### src/rtl/z80_int_ctrl_if.sv
// Z80 CPU-side bus seen by the interrupt controller: I/O strobes, M1, address, data and vector return path.
interface z80_int_ctrl_if;
    logic [7:0] ADDRESS;
    logic [7:0] DATA_IN;
    logic       nIORQ;
    logic       nRD;
    logic       nWR;
    logic       m1_n;
    logic [7:0] DATA_OUT;
    logic       DATA_OE;

    modport master (
        output ADDRESS, DATA_IN, nIORQ, nRD, nWR, m1_n,
        input  DATA_OUT, DATA_OE
    );

    modport slave (
        input  ADDRESS, DATA_IN, nIORQ, nRD, nWR, m1_n,
        output DATA_OUT, DATA_OE
    );
endinterface

### src/rtl/z80_int_ctrl.sv
// Vectored IM2 interrupt controller with mask/pending/in-service I/O ports; optional IRQ_SYNC_EN adds input synchronisers.
// Latency: IRQ_IN rise -> pending 1 edge, -> nINT low 2 edges (3 and 4 edges with IRQ_SYNC_EN); vector/read data combinational.
// Backpressure: none; the CPU bus strobes are always accepted and the vector is held stable for the whole ack cycle.
module z80_int_ctrl #(
    parameter int         NUM_SRC  = 8,
    parameter logic [7:0] VEC_BASE = 8'h00,
    parameter logic [7:0] IO_BASE  = 8'hE0
) (
    input  logic               CLK,
    input  logic               RESET,
    input  logic [NUM_SRC-1:0] IRQ_IN,
    output logic               nINT,
    z80_int_ctrl_if.slave      bus
);

    logic [NUM_SRC-1:0] irq_s;
    logic [NUM_SRC-1:0] irq_prev;
    logic [NUM_SRC-1:0] rise;
    logic [NUM_SRC-1:0] mask;
    logic [NUM_SRC-1:0] pending;
    logic [NUM_SRC-1:0] pending_nxt;
    logic [NUM_SRC-1:0] isr;
    logic [NUM_SRC-1:0] isr_nxt;
    logic [NUM_SRC-1:0] allow;
    logic [NUM_SRC-1:0] eligible;
    logic [NUM_SRC-1:0] win_oh;
    logic [2:0]         win_idx;
    logic               win_any;
    logic [7:0]         vec_now;
    logic [7:0]         vec_q;
    logic [7:0]         rd_dat;
    logic               ack;
    logic               ack_d;
    logic               ack_start;
    logic               io_sel;
    logic               rd_en;
    logic               wr_en;
    logic               wr_d;
    logic               wr_start;
    logic [1:0]         offset;

`ifdef IRQ_SYNC_EN
    logic [NUM_SRC-1:0] irq_meta;
    logic [NUM_SRC-1:0] irq_sync;

    always_ff @(posedge CLK or posedge RESET) begin
        if (RESET) begin
            irq_meta <= '0;
            irq_sync <= '0;
        end else begin
            irq_meta <= IRQ_IN;
            irq_sync <= irq_meta;
        end
    end

    assign irq_s = irq_sync;
`else
    assign irq_s = IRQ_IN;
`endif

    assign rise = irq_s & ~irq_prev;

    // Only sources strictly above the highest-priority in-service bit may nest; isr==0 allows all.
    assign allow    = (isr & (~isr + NUM_SRC'(1))) - NUM_SRC'(1);
    assign eligible = pending & mask & allow;
    assign win_oh   = eligible & (~eligible + NUM_SRC'(1));
    assign win_any  = |eligible;

    always_comb begin
        win_idx = 3'd0;
        for (int i = NUM_SRC - 1; i >= 0; i--) begin
            if (eligible[i]) win_idx = 3'(i);
        end
    end

    assign vec_now = win_any ? (VEC_BASE | {4'b0000, win_idx, 1'b0}) : (VEC_BASE | 8'hFE);

    assign ack       = !bus.m1_n && !bus.nIORQ;
    assign ack_start = ack && !ack_d;
    assign io_sel    = !bus.nIORQ && bus.m1_n && (bus.ADDRESS[7:2] == IO_BASE[7:2]);
    assign rd_en     = io_sel && !bus.nRD;
    assign wr_en     = io_sel && !bus.nWR;
    assign wr_start  = wr_en && !wr_d;
    assign offset    = bus.ADDRESS[1:0];

    always_comb begin
        pending_nxt = pending;
        if (ack_start) pending_nxt = pending_nxt & ~win_oh;
        if (wr_start && offset == 2'd1) pending_nxt = pending_nxt & ~bus.DATA_IN[NUM_SRC-1:0];
        pending_nxt = pending_nxt | rise;
    end

    always_comb begin
        isr_nxt = isr;
        if (ack_start) isr_nxt = isr | win_oh;
        else if (wr_start && offset == 2'd2) isr_nxt = isr & (isr - NUM_SRC'(1));
    end

    always_ff @(posedge CLK or posedge RESET) begin
        if (RESET) begin
            irq_prev <= '0;
            mask     <= '0;
            pending  <= '0;
            isr      <= '0;
            nINT     <= 1'b1;
            ack_d    <= 1'b0;
            wr_d     <= 1'b0;
            vec_q    <= 8'h00;
        end else begin
            irq_prev <= irq_s;
            pending  <= pending_nxt;
            isr      <= isr_nxt;
            nINT     <= !win_any;
            ack_d    <= ack;
            wr_d     <= wr_en;
            if (ack_start) vec_q <= vec_now;
            if (wr_start && offset == 2'd0) mask <= bus.DATA_IN[NUM_SRC-1:0];
        end
    end

    always_comb begin
        case (offset)
            2'd0:    rd_dat = 8'(mask);
            2'd1:    rd_dat = 8'(pending);
            2'd2:    rd_dat = 8'(isr);
            default: rd_dat = 8'hFF;
        endcase
    end

    // First ack cycle shows the live vector; afterwards the latched copy keeps it frozen.
    always_comb begin
        bus.DATA_OE  = 1'b0;
        bus.DATA_OUT = 8'h00;
        if (!RESET) begin
            if (ack) begin
                bus.DATA_OE  = 1'b1;
                bus.DATA_OUT = ack_start ? vec_now : vec_q;
            end else if (rd_en) begin
                bus.DATA_OE  = 1'b1;
                bus.DATA_OUT = rd_dat;
            end
        end
    end

endmodule

### src/flat_wrapper.sv
// flat-port wrapper written by rule: the top's interface ports become plain ports
module z80_int_ctrl_flat 
#(
    parameter int         NUM_SRC  = 8,
    parameter logic [7:0] VEC_BASE = 8'h00,
    parameter logic [7:0] IO_BASE  = 8'hE0
)
  (CLK, RESET, IRQ_IN, nINT, bus_ADDRESS, bus_DATA_IN, bus_nIORQ, bus_nRD, bus_nWR, bus_m1_n, bus_DATA_OUT, bus_DATA_OE);
  z80_int_ctrl_if bus_i ();
  input  logic CLK;
  input  logic RESET;
  input  logic [NUM_SRC-1:0] IRQ_IN;
  output logic nINT;
  input wire logic [$bits(bus_i.ADDRESS)-1:0] bus_ADDRESS;
  input wire logic [$bits(bus_i.DATA_IN)-1:0] bus_DATA_IN;
  input wire logic [$bits(bus_i.nIORQ)-1:0] bus_nIORQ;
  input wire logic [$bits(bus_i.nRD)-1:0] bus_nRD;
  input wire logic [$bits(bus_i.nWR)-1:0] bus_nWR;
  input wire logic [$bits(bus_i.m1_n)-1:0] bus_m1_n;
  output wire logic [$bits(bus_i.DATA_OUT)-1:0] bus_DATA_OUT;
  output wire logic [$bits(bus_i.DATA_OE)-1:0] bus_DATA_OE;
  assign bus_i.ADDRESS = bus_ADDRESS;
  assign bus_i.DATA_IN = bus_DATA_IN;
  assign bus_i.nIORQ = bus_nIORQ;
  assign bus_i.nRD = bus_nRD;
  assign bus_i.nWR = bus_nWR;
  assign bus_i.m1_n = bus_m1_n;
  assign bus_DATA_OUT = bus_i.DATA_OUT;
  assign bus_DATA_OE = bus_i.DATA_OE;
  z80_int_ctrl #(.NUM_SRC(NUM_SRC), .VEC_BASE(VEC_BASE), .IO_BASE(IO_BASE)) u_core (.CLK(CLK), .RESET(RESET), .IRQ_IN(IRQ_IN), .nINT(nINT), .bus(bus_i));
endmodule
### config.mk
export PLATFORM = sky130hd
export DESIGN_NAME = z80_int_ctrl_flat
export DESIGN_NICKNAME = d
export VERILOG_FILES = /design/src/rtl/z80_int_ctrl_if.sv /design/src/rtl/z80_int_ctrl.sv /design/src/flat_wrapper.sv
export SDC_FILE = /design/constraint.sdc
export NUM_CORES = 1
export LEC_CHECK = 0
export BUFFER_PORTS_ARGS = -buffer_cell sky130_fd_sc_hd__buf_4
export CAP_MARGIN = 20
export CORE_UTILIZATION = 50
export DETAILED_ROUTE_END_ITERATION = 8
export GPL_ROUTABILITY_DRIVEN = 0
export PLACE_DENSITY = 0.73
export SLEW_MARGIN = 5
export SYNTH_ARGS = -nofsm -noshare
export SYNTH_HDL_FRONTEND = slang
export SYNTH_SLANG_ARGS = --single-unit
### constraint.sdc
create_clock -name CLK -period 2.2 [get_ports CLK]
set_input_delay 0.11 -clock CLK [delete_from_list [all_inputs] [get_ports CLK]]
set_output_delay 0.11 -clock CLK [all_outputs]
set_load 0.05 [all_outputs]
==> Yosys cells after proc, flatten, opt, wreduce, memory -nomap -nowiden <==
Index checks and enable logic that the tools add are counted.
Widths: inputs -> output; s select.
{ "totals": {"word_cells": 71, "output_inout_bits": 10, "ff_bits": 43, "input_bits": 30} }
{ "op_classes": {"n_bitwise": 15, "add_sub_neg": 4, "n_reduce_logical": 20, "eq_ne": 3, "n_mux": 21} }
{ "ops": {"columns": ["cell", "n"], "rows": [
  ["$mux 8", 9],
  ["$and 8x8->8", 8],
  ["$not 8->8", 5],
  ["$mux 3", 8],
  ["$pmux 8 s3", 1],
  ["$add 8x1->8 const B", 2],
  ["$or 8x8->8", 2],
  ["$sub 8x1->8 const B", 2],
  ["$logic_and 1x1->1", 10],
  ["$reduce_or 8->1", 1],
  ["$logic_not 1->1", 7],
  ["$eq 6x6->1 const B", 1],
  ["$mux 1", 3],
  ["$eq 2x1->1 const B", 1],
  ["$eq 2x2->1 const B", 1],
  ["$logic_not 2->1", 1],
  ["$reduce_bool 2->1", 1]
]} }

==> Longest topological paths before layout <==
Gate-level depths: netlist of the first run.
{ "depth": {"word_depth": 17, "ltp_mapped": 7, "depth_no_buf": 5} }

==> Worst setup path before layout of the first run <==
Ideal clock, no wire load.
{ "synth_timing": {"kind": "input to output", "start": "input port RESET", "end": "output port bus_DATA_OUT[2]", "path_buffers": 0, "path_slack_ns": -0.477, "required_time_ns": 2.090, "arrival_time_ns": 2.567, "stages": 3, "cell_sequence": "inv_1 nand2_1 o21ai_0"} }
{ "synth_between": {"elab_chain_cells": 1} }
{ "synth_lines": {"columns": ["element", "line", "rtl"], "rows": [
  ["start, declared", "flat_wrapper.sv:11", "input logic RESET;"],
  ["$mux 8", "z80_int_ctrl.sv:134", "if (!RESET) begin"],
  ["end, declared", "flat_wrapper.sv:20", "output wire logic [$bits(bus_i.DATA_OUT)-1:0] bus_DATA_OUT;"]
]} }
Every way passes these cells.

==> Final worst setup path of the first run <==
{ "layout_timing": {"start": "register u_core.isr[1]", "end": "output port bus_DATA_OUT[1]"} }
{ "layout_between": {"elab_chain_cells": 17, "elab_cells_between_ends": 20, "classes_between": "add/sub: 2; mux: 14; bitwise: 3; reduce/logical: 1"} }
{ "layout_lines": {"columns": ["element", "line", "rtl"], "rows": [
  ["start, declared", "z80_int_ctrl.sv:22", "logic [NUM_SRC-1:0] isr;"],
  ["start signal, assigned", "z80_int_ctrl.sv:112", "isr <= isr_nxt;"],
  ["$not 8->8", "z80_int_ctrl.sv:64", "assign allow = (isr & (~isr + NUM_SRC'(1))) - NUM_SRC'(1);"],
  ["$add 8x1->8", "z80_int_ctrl.sv:64", null],
  ["$and 8x8->8", "z80_int_ctrl.sv:64", null],
  ["$sub 8x1->8", "z80_int_ctrl.sv:64", null],
  ["$and 8x8->8", "z80_int_ctrl.sv:65", "assign eligible = pending & mask & allow;"],
  ["$mux 3 (8 in a row)", "z80_int_ctrl.sv:72", "if (eligible[i]) win_idx = 3'(i);"],
  ["$mux 8", "z80_int_ctrl.sv:76", "assign vec_now = win_any ? (VEC_BASE | {4'b0000, win_idx, 1'b0}) : (VEC_BASE | 8'hFE);"],
  ["$mux 8", "z80_int_ctrl.sv:137", "bus.DATA_OUT = ack_start ? vec_now : vec_q;"],
  ["$mux 8 *", "z80_int_ctrl.sv:135", "if (ack) begin"],
  ["$mux 8 *", "z80_int_ctrl.sv:134", null]
]} }
Every way passes the cells marked *; elsewhere a longest branch is shown, timed or not.

==> results of run 1 <==
flip-flops by register name, summed over array words and instances (netlist names):
| name | flops |
|---|---|
| u_core.ack_d | 1 |
| u_core.irq_prev | 8 |
| u_core.isr | 8 |
| u_core.mask | 8 |
| u_core.nINT | 1 |
| u_core.pending | 8 |
| u_core.vec_q | 8 |
| u_core.wr_d | 1 |
worst paths after layout:
path / from / end / slack (ns) / cells after the start
min in group CLK: bus_m1_n / u_core.ack_d / 0.05 / 2
worst max-delay path: u_core.isr[1] / bus_DATA_OUT[1] / -0.08 / 6
worst min register to register: u_core.vec_q[5] / u_core.vec_q[5] / 0.49 / 1
worst min-delay path: RESET / u_core.ack_d / -0.002 / 3
max in group asynchronous: RESET / u_core.isr[3] / 1.80 / 3
worst max register to register: u_core.isr[1] / u_core.pending[3] / 0.34 / 4
per-stage QoR:
step / power, W / cells
3_3_place_gp: 0.00117 / 302
4_1_cts: 0.00178 / 318
6_report: 0.00177 / 319
2_1_floorplan: 0.00107 / 211
3_5_place_dp: 0.00117 / 302
5_1_grt: 0.00185 / 319
power groups by stage:
stage / Combinational, W / Clock (W) / Sequential [W]
2_1_floorplan: 0.000193 / 0 / 0.000880
3_3_place_gp: 0.000286 / 0 / 0.000880
3_5_place_dp: 0.000290 / 0 / 0.000881
4_1_cts: 0.000307 / 0.000604 / 0.000866
5_1_grt: 0.000352 / 0.000628 / 0.000872
6_report: 0.000321 / 0.000586 / 0.000867
metal layers:
metal | vias up | global-route usage (%) | part of all wire [%]
met1 | 933 | 35.5 | 42
met3 | 5 | 6.50 | 6.9
met4 | 0 | 8.07 | 1.0
li1 | 895 | - | -
met5 | - | 0 | 0
met2 | 77 | 42.7 | 50
worst max-delay path, cell delays in order, from the launching register on:
cell and delay (ns):
dfrtp_1 0.39, or3_4 0.41, or3b_4 0.40, a21oi_2 0.15, a221oi_2 0.06, o211ai_1 0.23
buf_4 0.24
final cells by class:
| type | count | area [um2] |
|---|---|---|
| clock buffer | 6 | 72.6 |
| clock inverter | 1 | 30.0 |
| fill | 318 | 1210 |
| inverter | 10 | 41.3 |
| multi-input combinational | 150 | 1110 |
| sequential | 43 | 1080 |
| tap | 50 | 62.6 |
| timing repair buffer | 59 | 478 |
repair_timing:
item / CTS / global route
gates resized for setup: 3 / 10
hold endpoints to repair: 9 / 0
hold buffers: 9 / 0
setup buffers: 0 / 1
endpoints found under the setup margin: 7 / 7
cells in the mapped netlist:
master / instances
dfrtp_1: 42
nand2_1: 30
mux2_2: 16
nor2_1: 12
inv_1: 10
a21oi_1: 8
a32o_1: 8
nor3_1: 8
o221ai_1: 8
o21ai_0: 7
clkbuf_1: 6
o211ai_1: 6
a21o_1: 5
nand2b_1: 4
nand3_1: 4
nand3b_1: 4
or2_2: 3
a31oi_1: 2
a41oi_1: 2
nand4bb_1: 2
nor3_4: 2
nor4_1: 2
o31ai_1: 2
or3_1: 2
a2111oi_1: 1
a211oi_1: 1
a221oi_1: 1
and2_1: 1
and3b_1: 1
buf_1: 1
buf_4: 1
dfstp_2: 1
nand2b_2: 1
nand4b_1: 1
nor2b_1: 1
nor4_2: 1
o21a_1: 1
or3_4: 1
or3b_2: 1
or4b_4: 1
cell families after synthesis:
kind of cell	Yosys count
buffers and inverters	18
multiplexers	16
AND/OR/NAND/NOR	82
AO/OA/AOI/OAI	52
flip-flops	43
==> flow_metrics.py, run 1 <==
metrics = {
    "synth": {
        "muxShareOfSynthArea_pct": 8.29,
        "synth_top_family_by_area": "simple AND/OR/NAND/NOR gates",
        "synth_xor_area_share_pct": 0,
        "ys_top_cells_by_area": "dfrtp_1 48%, mux2_2 8.3%, nand2_1 5.2%",
        "synth-seq-cells": 43,
        "ys_types": 40,
        "yosys.area_share.simple_pct": 21.0,
        "ys_warn_count": 0,
        "ys_seq_area_share_pct": 49.6,
        "netlist_instances": 211,
        "synth_area_mm2": 0.00217,
        "synth_compound_area_share_pct": 17.8,
        "avgSynthCellArea_um2": 10.3,
        "synth.largest_area_cell": "dfrtp_1",
        "synth_nets": 241,
        "synth_top_area_share_pct": 48.4,
        "synthAdderAreaFrac_pct": 0,
    },
    "power": {
        "p_per_area_mw_per_mm2": 617,
        "swShare_pct": 25.8,
        "vdd_ir_drop_max_v": 0.000409,
        "p_switching_w": 0.000458,
        "internal_power_w": 0.00132,
        "p_leak_nw": 1.25,
        "power_frac_comb_pct": 18.1,
        "power_frac_seq_pct": 48.8,
        "p_clk_share_pct": 33.0,
    },
    "clock_network": {
        "tritoncts": "built",
        "numClockSinks": 43,
        "path_clk_slew_ns": 0.08,
        "cts_max_path_buffers": 2,
        "numCtsBuffers": 5,
        "htreeDepth": 2,
        "clk_latency_ns": 0.29,
        "cts-root-buf": "clkbuf_8",
    },
    "worst_setup_path": {
        "crit_arrival_ns": 2.17,
        "worstSetupEndpointType": "primary output",
        "critPathKind": "reg2out",
        "path_max_fanout": 5,
        "worstSetupStartpointType": "flop",
        "required_ns": 2.09,
    },
    "floorplanning": {
        "fp.dieArea_mm2": 0.00461,
        "die_h_um": 67.9,
        "io_pins": 40,
        "start_util_pct": 53.2,
        "num_rows": 23,
        "coreArea_mm2": 0.00409,
        "die_w_um": 67.9,
    },
    "timing": {
        "rsz0062_at_grt": "yes",
        "period_minus_slack_ns": 2.28,
        "setup_viol": 1,
        "final.period_utilization_pct": 104,
        "slew_headroom_pct": 61.9,
        "hold_viol_final": 1,
        "whs_ns": -0.00186,
        "layout_setup_ws_ns": -0.0816,
        "tightest_slew_ns": 0.567,
        "max_freq_ghz": 0.438,
        "fin_skew_ns": 0.00521,
        "slew_violations": 0,
        "tns_ns": -0.0816,
    },
    "detailed_routing": {
        "wl_um": 5440,
        "drtPass1Iterations": 4,
        "drc": 0,
        "drtAntennaViolNets": 0,
        "vias": 1910,
        "routedWlPerCell_um": 17.0,
        "drt_iter0_markers": 154,
        "drt-vias-per-instance": 5.99,
    },
    "placement": {
        "post_dp_cell_area_mm2": 0.00262,
        "place_hpwl_um": 3930,
        "pre_cts_ws_ns": 0.182,
        "port_buffers": 39,
    },
    "run_status": {
        "status": "finished with violations",
        "violations": "negative hold slack, negative setup slack",
    },
    "final_layout": {
        "drive_above_1_share_pct": 36.4,
        "area_growth_pct": 32.4,
        "final_cell_mix": "49 x buf_4, 41 x dfrtp_1, 29 x nand2_1",
        "final_nets": 299,
        "stdcell_area_mm2": 0.00288,
        "final_common_cell": "buf_4",
        "antenna_cells": 0,
        "fin_util_pct": 70.4,
    },
    "job": {
        "cap_violations": 0,
    },
    "global_route": {
        "overflow": 0,
        "track_usage_pct": 26.6,
        "grt_pass1_wl_um": 8890,
        "grt_max_degree": 44,
        "first_global_vias": 1839,
        "antenna_found_initial": 0,
    },
    "hold_path": {
        "worstHoldPathType": "in2async",
    },
}
Note: power is estimated with default switching activity, not from simulation.
==> run 2: changes to the inputs <==
--- a/config.mk
+++ b/config.mk
@@ -7,6 +7,7 @@
 export LEC_CHECK = 0
 export BUFFER_PORTS_ARGS = -buffer_cell sky130_fd_sc_hd__buf_4
 export CAP_MARGIN = 20
+export CORE_ASPECT_RATIO = 0.7
 export CORE_UTILIZATION = 50
 export DETAILED_ROUTE_END_ITERATION = 8
 export GPL_ROUTABILITY_DRIVEN = 0
==> run 2 against run 1 <==
The run still ends with negative hold slack, negative setup slack left. Critical endpoint unchanged. Largest power group unchanged. Highest routed layer unchanged. First-iteration DRC count fell by 14%. Cell area barely moved. Total power rose by 2.6%. Register-to-register slack got worse by 0.02 ns. Worst hold slack got worse by 0.0038 ns. Fmax rose by 1.4%. Clock power rose by 8.5%. Clock-buffer cell count did not move.
==> flow_metrics.py, run 2 (same netlist as run 1, synthesis figures left out) <==
metrics = {
    "floorplanning": {
        "fp.dieArea_mm2": 0.00462,
        "coreArea_mm2": 0.00404,
        "die_h_um": 57.1,
        "io_pins": 40,
        "num_rows": 19,
        "start_util_pct": 53.7,
        "die_w_um": 80.8,
    },
    "timing": {
        "period_minus_slack_ns": 2.25,
        "layout_setup_ws_ns": -0.0504,
        "fin_skew_ns": 0.00324,
        "slew_violations": 0,
        "rsz0062_at_grt": "yes",
        "max_freq_ghz": 0.444,
        "slew_headroom_pct": 61.3,
        "hold_viol_final": 5,
        "setup_viol": 1,
        "final.period_utilization_pct": 102,
        "tightest_slew_ns": 0.575,
        "whs_ns": -0.00565,
    },
    "detailed_routing": {
        "drc": 0,
        "drt-vias-per-instance": 5.87,
        "drt_iter0_markers": 132,
        "routedWlPerCell_um": 16.9,
        "wl_um": 5460,
        "drtAntennaViolNets": 0,
        "drtPass1Iterations": 4,
        "vias": 1896,
    },
    "global_route": {
        "track_usage_pct": 26.7,
        "grt_pass1_wl_um": 9110,
        "grt_max_degree": 44,
        "first_global_vias": 1885,
        "antenna_found_initial": 0,
        "overflow": 0,
    },
    "worst_setup_path": {
        "critPathTopFamily": "simple AND/OR/NAND/NOR gates",
        "critical-path-max-stage-delay_ns": 0.43,
        "worstRegToRegCells": 4,
        "reg2reg_setup_slack_ns": 0.32,
        "critPathKind": "reg2out",
        "reg2reg_from": "u_core.isr[2]",
        "worstSetupEndpointType": "primary output",
        "slowest_stage": "or3_4",
        "rr_endpoint": "u_core.pending[3]",
        "crit_chain": "or3_4 -> or3b_4 -> a21oi_2 -> a221oi_2 -> o211ai_1 -> buf_4",
        "worstSetupStartpointType": "flop",
        "required_ns": 2.09,
        "cp.buffers_inverters": 1,
        "path_max_fanout": 5,
        "crit_arrival_ns": 2.14,
    },
    "power": {
        "vdd_ir_drop_max_v": 0.000410,
        "p_per_area_mw_per_mm2": 633,
        "power_w": 0.00182,
        "p_leak_nw": 1.26,
    },
    "run_status": {
        "violations": "negative hold slack, negative setup slack",
        "status": "finished with violations",
    },
    "final_layout": {
        "drive_above_1_share_pct": 35.8,
        "area_growth_pct": 32.4,
        "final_cell_mix": "49 x buf_4, 41 x dfrtp_1, 29 x nand2_1",
        "final_nets": 300,
        "antenna_cells": 0,
        "final_common_cell": "buf_4",
    },
    "hold_path": {
        "worstHoldPathType": "in2async",
    },
    "clock_network": {
        "tritoncts": "built",
        "numCtsBuffers": 5,
        "htreeDepth": 2,
        "cts-root-buf": "clkbuf_8",
        "cts_max_path_buffers": 2,
        "numClockSinks": 43,
        "path_clk_slew_ns": 0.08,
        "clk_latency_ns": 0.29,
    },
    "placement": {
        "port_buffers": 39,
        "place_hpwl_um": 3920,
    },
    "job": {
        "cap_violations": 0,
    },
}
[run 2: cell types whose count changed in the layout (fill, tap and decap cells not counted), sizes merged]
cell    delta
buf        +1
clkinv     +1
[run 2: timing repair]
| action | 4_1_cts | 5_1_grt |
|---|---|---|
| setup endpoints to repair | 7 | 7 |
| hold endpoints to repair | 9 | 0 |
| hold buffers | 9 | 0 |
| pin swaps | 0 | 5 |
| resized for setup | 4 | 7 |
| setup buffers | 1 | 2 |
[run 2: how the worst max path moves through the flow]
stage | end | cells past startpoint | startpoint | slack [ns]
2_1_floorplan | bus_DATA_OUT[1] | 6 | u_core.isr[4] | -0.07
3_3_place_gp | bus_DATA_OUT[1] | 6 | u_core.ack_d | -0.02
3_5_place_dp | bus_DATA_OUT[1] | 6 | u_core.ack_d | -0.05
4_1_cts | bus_DATA_OUT[1] | 6 | u_core.isr[0] | -0.06
5_1_grt | bus_DATA_OUT[1] | 6 | u_core.isr[2] | -0.13
6_report | bus_DATA_OUT[1] | 6 | u_core.isr[2] | -0.05
[run 2: power breakdown]
| part | switching, W | leakage [nW] | total, W | internal (W) |
|---|---|---|---|---|
| logic | 0.000171 | 0.687 | 0.000319 | 0.000148 |
| registers | 0.0000299 | 0.515 | 0.000865 | 0.000835 |
| clock network | 0.000269 | 0.0612 | 0.000636 | 0.000367 |
| total | 0.000470 | 1.26 | 0.00182 | 0.00135 |
[run 2: final cells by class]
class | count | area, um2
Clock buffer | 6 | 82.6
Clock inverter | 2 | 35.0
Fill cell | 331 | 1170
Inverter | 10 | 41.3
Multi-Input combinational cell | 150 | 1090
Sequential cell | 43 | 1080
Tap cell | 52 | 65.1
Timing Repair Buffer | 60 | 480
[run 2: stage by stage]
| step | area, um2 | util, % | setup WS [ns] | setup TNS, ns | instances |
|---|---|---|---|---|---|
| 6_report | 2880 | 71.1 | -0.0504 | -0.0504 | 323 |
| 5_1_grt | 2880 | 71.1 | -0.133 | -0.467 | 323 |
| 3_3_place_gp | 2600 | 64.3 | -0.0235 | -0.0235 | 303 |
| 2_1_floorplan | 2220 | - | -0.0685 | -0.0685 | 211 |
| 4_1_cts | 2830 | 70.0 | -0.0568 | -0.0568 | 321 |
| 3_5_place_dp | 2600 | 64.3 | -0.0461 | -0.0461 | 303 |
[run 2: metal layers]
metal  GRT usage [%]  share of wire [%]
met5               0                  0
met4            8.16                1.2
met3            5.60                4.9
met2            40.0                 45
met1            39.3                 49
[run 2: worst reg2reg max path: cells and delay by family (launching register included)]
kind,cells,cell delay [ns]
DFF,1,0.38
and+or+nand+nor,3,1.13
AOI/OAI and AO/OA,1,0.26
==> run 3: changes to the inputs <==
--- a/config.mk
+++ b/config.mk
@@ -5,13 +5,15 @@
 export SDC_FILE = /design/constraint.sdc
 export NUM_CORES = 1
 export LEC_CHECK = 0
-export BUFFER_PORTS_ARGS = -buffer_cell sky130_fd_sc_hd__buf_4
+export BUFFER_PORTS_ARGS = -buffer_cell sky130_fd_sc_hd__buf_2
 export CAP_MARGIN = 20
+export CELL_PAD_IN_SITES_DETAIL_PLACEMENT = 1
+export CELL_PAD_IN_SITES_GLOBAL_PLACEMENT = 2
 export CORE_ASPECT_RATIO = 0.7
-export CORE_UTILIZATION = 50
+export CORE_UTILIZATION = 35
 export DETAILED_ROUTE_END_ITERATION = 8
 export GPL_ROUTABILITY_DRIVEN = 0
-export PLACE_DENSITY = 0.73
+export PLACE_DENSITY = 0.79
 export SLEW_MARGIN = 5
 export SYNTH_ARGS = -nofsm -noshare
 export SYNTH_HDL_FRONTEND = slang
==> run 3 against run 2 <==
The run ends with negative setup slack left. Sequential share of layout area up 0.67 points. Worst hold slack better by 0.029 ns. Critical path depth unchanged. Via count down 0.21%. Sequential power about the same. Non-clock buffer count up 4. Cell area down 1.9%. First-iteration DRC count down 30%. Die area up 41%. Critical path type unchanged.
==> flow_metrics.py, run 3 (same netlist as run 1, synthesis figures left out) <==
metrics = {
    "run_status": {
        "status": "finished with violations",
        "violations": "negative setup slack",
    },
    "floorplanning": {
        "io_pins": 40,
        "die_w_um": 96.2,
        "fp.dieArea_mm2": 0.00653,
        "num_rows": 23,
        "start_util_pct": 37.2,
        "die_h_um": 67.9,
        "coreArea_mm2": 0.00584,
    },
    "timing": {
        "fin_skew_ns": 0.00416,
        "max_freq_ghz": 0.440,
        "hold_viol_final": 0,
        "layout_setup_ws_ns": -0.0735,
        "slew_violations": 0,
        "final.period_utilization_pct": 103,
        "period_minus_slack_ns": 2.27,
        "setup_viol": 3,
        "slew_headroom_pct": 53.7,
        "tightest_slew_ns": 0.689,
        "rsz0062_at_grt": "yes",
    },
    "hold_path": {
        "worstHoldPathType": "in2async",
    },
    "clock_network": {
        "htreeDepth": 2,
        "cts-root-buf": "clkbuf_8",
        "numClockSinks": 43,
        "tritoncts": "built",
        "cts_max_path_buffers": 2,
        "path_clk_slew_ns": 0.08,
        "clk_latency_ns": 0.29,
        "numCtsBuffers": 5,
    },
    "final_layout": {
        "final_common_cell": "dfrtp_1",
        "final_cell_mix": "42 x dfrtp_1, 32 x buf_2, 29 x nand2_1",
        "antenna_cells": 0,
        "drive_above_1_share_pct": 37.2,
        "fin_util_pct": 48.3,
        "area_growth_pct": 29.9,
        "final_nets": 304,
        "final_cells": 349,
        "n_fill_cell": 687,
    },
    "detailed_routing": {
        "drtAntennaViolNets": 0,
        "drt_iter0_markers": 93,
        "drc": 0,
        "drt-vias-per-instance": 5.42,
        "wl_um": 6330,
        "drtPass1Iterations": 4,
        "vias": 1892,
        "routedWlPerCell_um": 18.1,
    },
    "worst_setup_path": {
        "critPathKind": "reg2out",
        "path_max_fanout": 5,
        "worstRegToRegCells": 4,
        "reg2reg_from": "u_core.isr[0]",
        "rr_endpoint": "u_core.pending[3]",
        "crit_arrival_ns": 2.16,
        "reg2reg_setup_slack_ns": 0.31,
        "worstSetupStartpointType": "flop",
        "required_ns": 2.09,
        "worstSetupEndpointType": "primary output",
    },
    "global_route": {
        "grt_max_degree": 44,
        "overflow": 0,
        "first_global_vias": 1897,
        "track_usage_pct": 21.6,
        "grt_pass1_wl_um": 10200,
        "antenna_found_initial": 0,
    },
    "placement": {
        "place_hpwl_um": 4760,
        "dp_cells": 334,
        "port_buffers": 39,
    },
    "power": {
        "vdd_ir_drop_max_v": 0.000258,
        "p_leak_nw": 1.24,
        "p_per_area_mw_per_mm2": 601,
    },
    "job": {
        "cap_violations": 0,
    },
}
-- run 3: how the worst max path moves through the flow --
stage	start	end	depth (start not counted)
finish	u_core.isr[0]	bus_DATA_OUT[1]	6
global placement	u_core.isr[0]	bus_DATA_OUT[1]	7
floorplan	u_core.isr[4]	bus_DATA_OUT[1]	6
detailed placement	u_core.isr[0]	bus_DATA_OUT[1]	7
global route	u_core.isr[0]	bus_DATA_OUT[1]	6
CTS	u_core.isr[0]	bus_DATA_OUT[1]	6
-- run 3: timing repair --
action / CTS / global route
hold buffers: 8 / 0
hold endpoints to repair: 8 / 0
gates resized for setup: 9 / 8
endpoints found under the setup margin: 6 / 7
setup buffers: 0 / 0
pin swaps: 0 / 1
-- run 3: cell type report --
class | instances | area, um2 | share of cell area, %
Timing Repair Buffer | 64 | 424 | 15.0
Sequential cell | 43 | 1080 | 38.2
Clock inverter | 1 | 5.00 | 0.177
Tap cell | 75 | 93.8 | 3.33
Clock buffer | 6 | 82.6 | 2.93
Multi-Input combinational cell | 150 | 1100 | 38.9
Inverter | 10 | 41.3 | 1.46
-- run 3: critical path, cell delays in order, from the launching register on --
cell and delay (ns):
dfrtp_1 0.39, or3_4 0.43, or3b_4 0.40, a21oi_2 0.14
a221oi_2 0.05, o211ai_1 0.22, buf_4 0.24
-- run 3: power by group --
group / switching [W] / leakage, nW / internal, W
combinational: 0.000182 / 0.681 / 0.000132
sequential: 0.0000299 / 0.517 / 0.000835
clock: 0.000270 / 0.0470 / 0.000247
total: 0.000481 / 1.24 / 0.00121
-- run 3: routing by layer --
metal  track usage (%)  part of all wire (%)  vias up
met5                 0                     0        -
met4              3.92                  0.49        0
met3              4.11                   4.9        2
met2              31.4                    42       55
met1              33.3                    52      931
li1                  -                     -      904
-- run 3: stage by stage --
stage / hold slack [ns] / instance area, um2 / setup WS [ns] / setup TNS, ns / total power (W)
floorplan: 0.112 / 2220 / -0.0685 / -0.0685 / 0.00107
global placement: 0.233 / 2590 / 0.117 / 0 / 0.00116
detailed placement: 0.238 / 2590 / 0.0812 / 0 / 0.00117
CTS: 0.0206 / 2780 / -0.0904 / -0.314 / 0.00170
global route: 0.0193 / 2820 / -0.138 / -0.456 / 0.00178
finish: 0.0231 / 2820 / -0.0735 / -0.102 / 0.00170
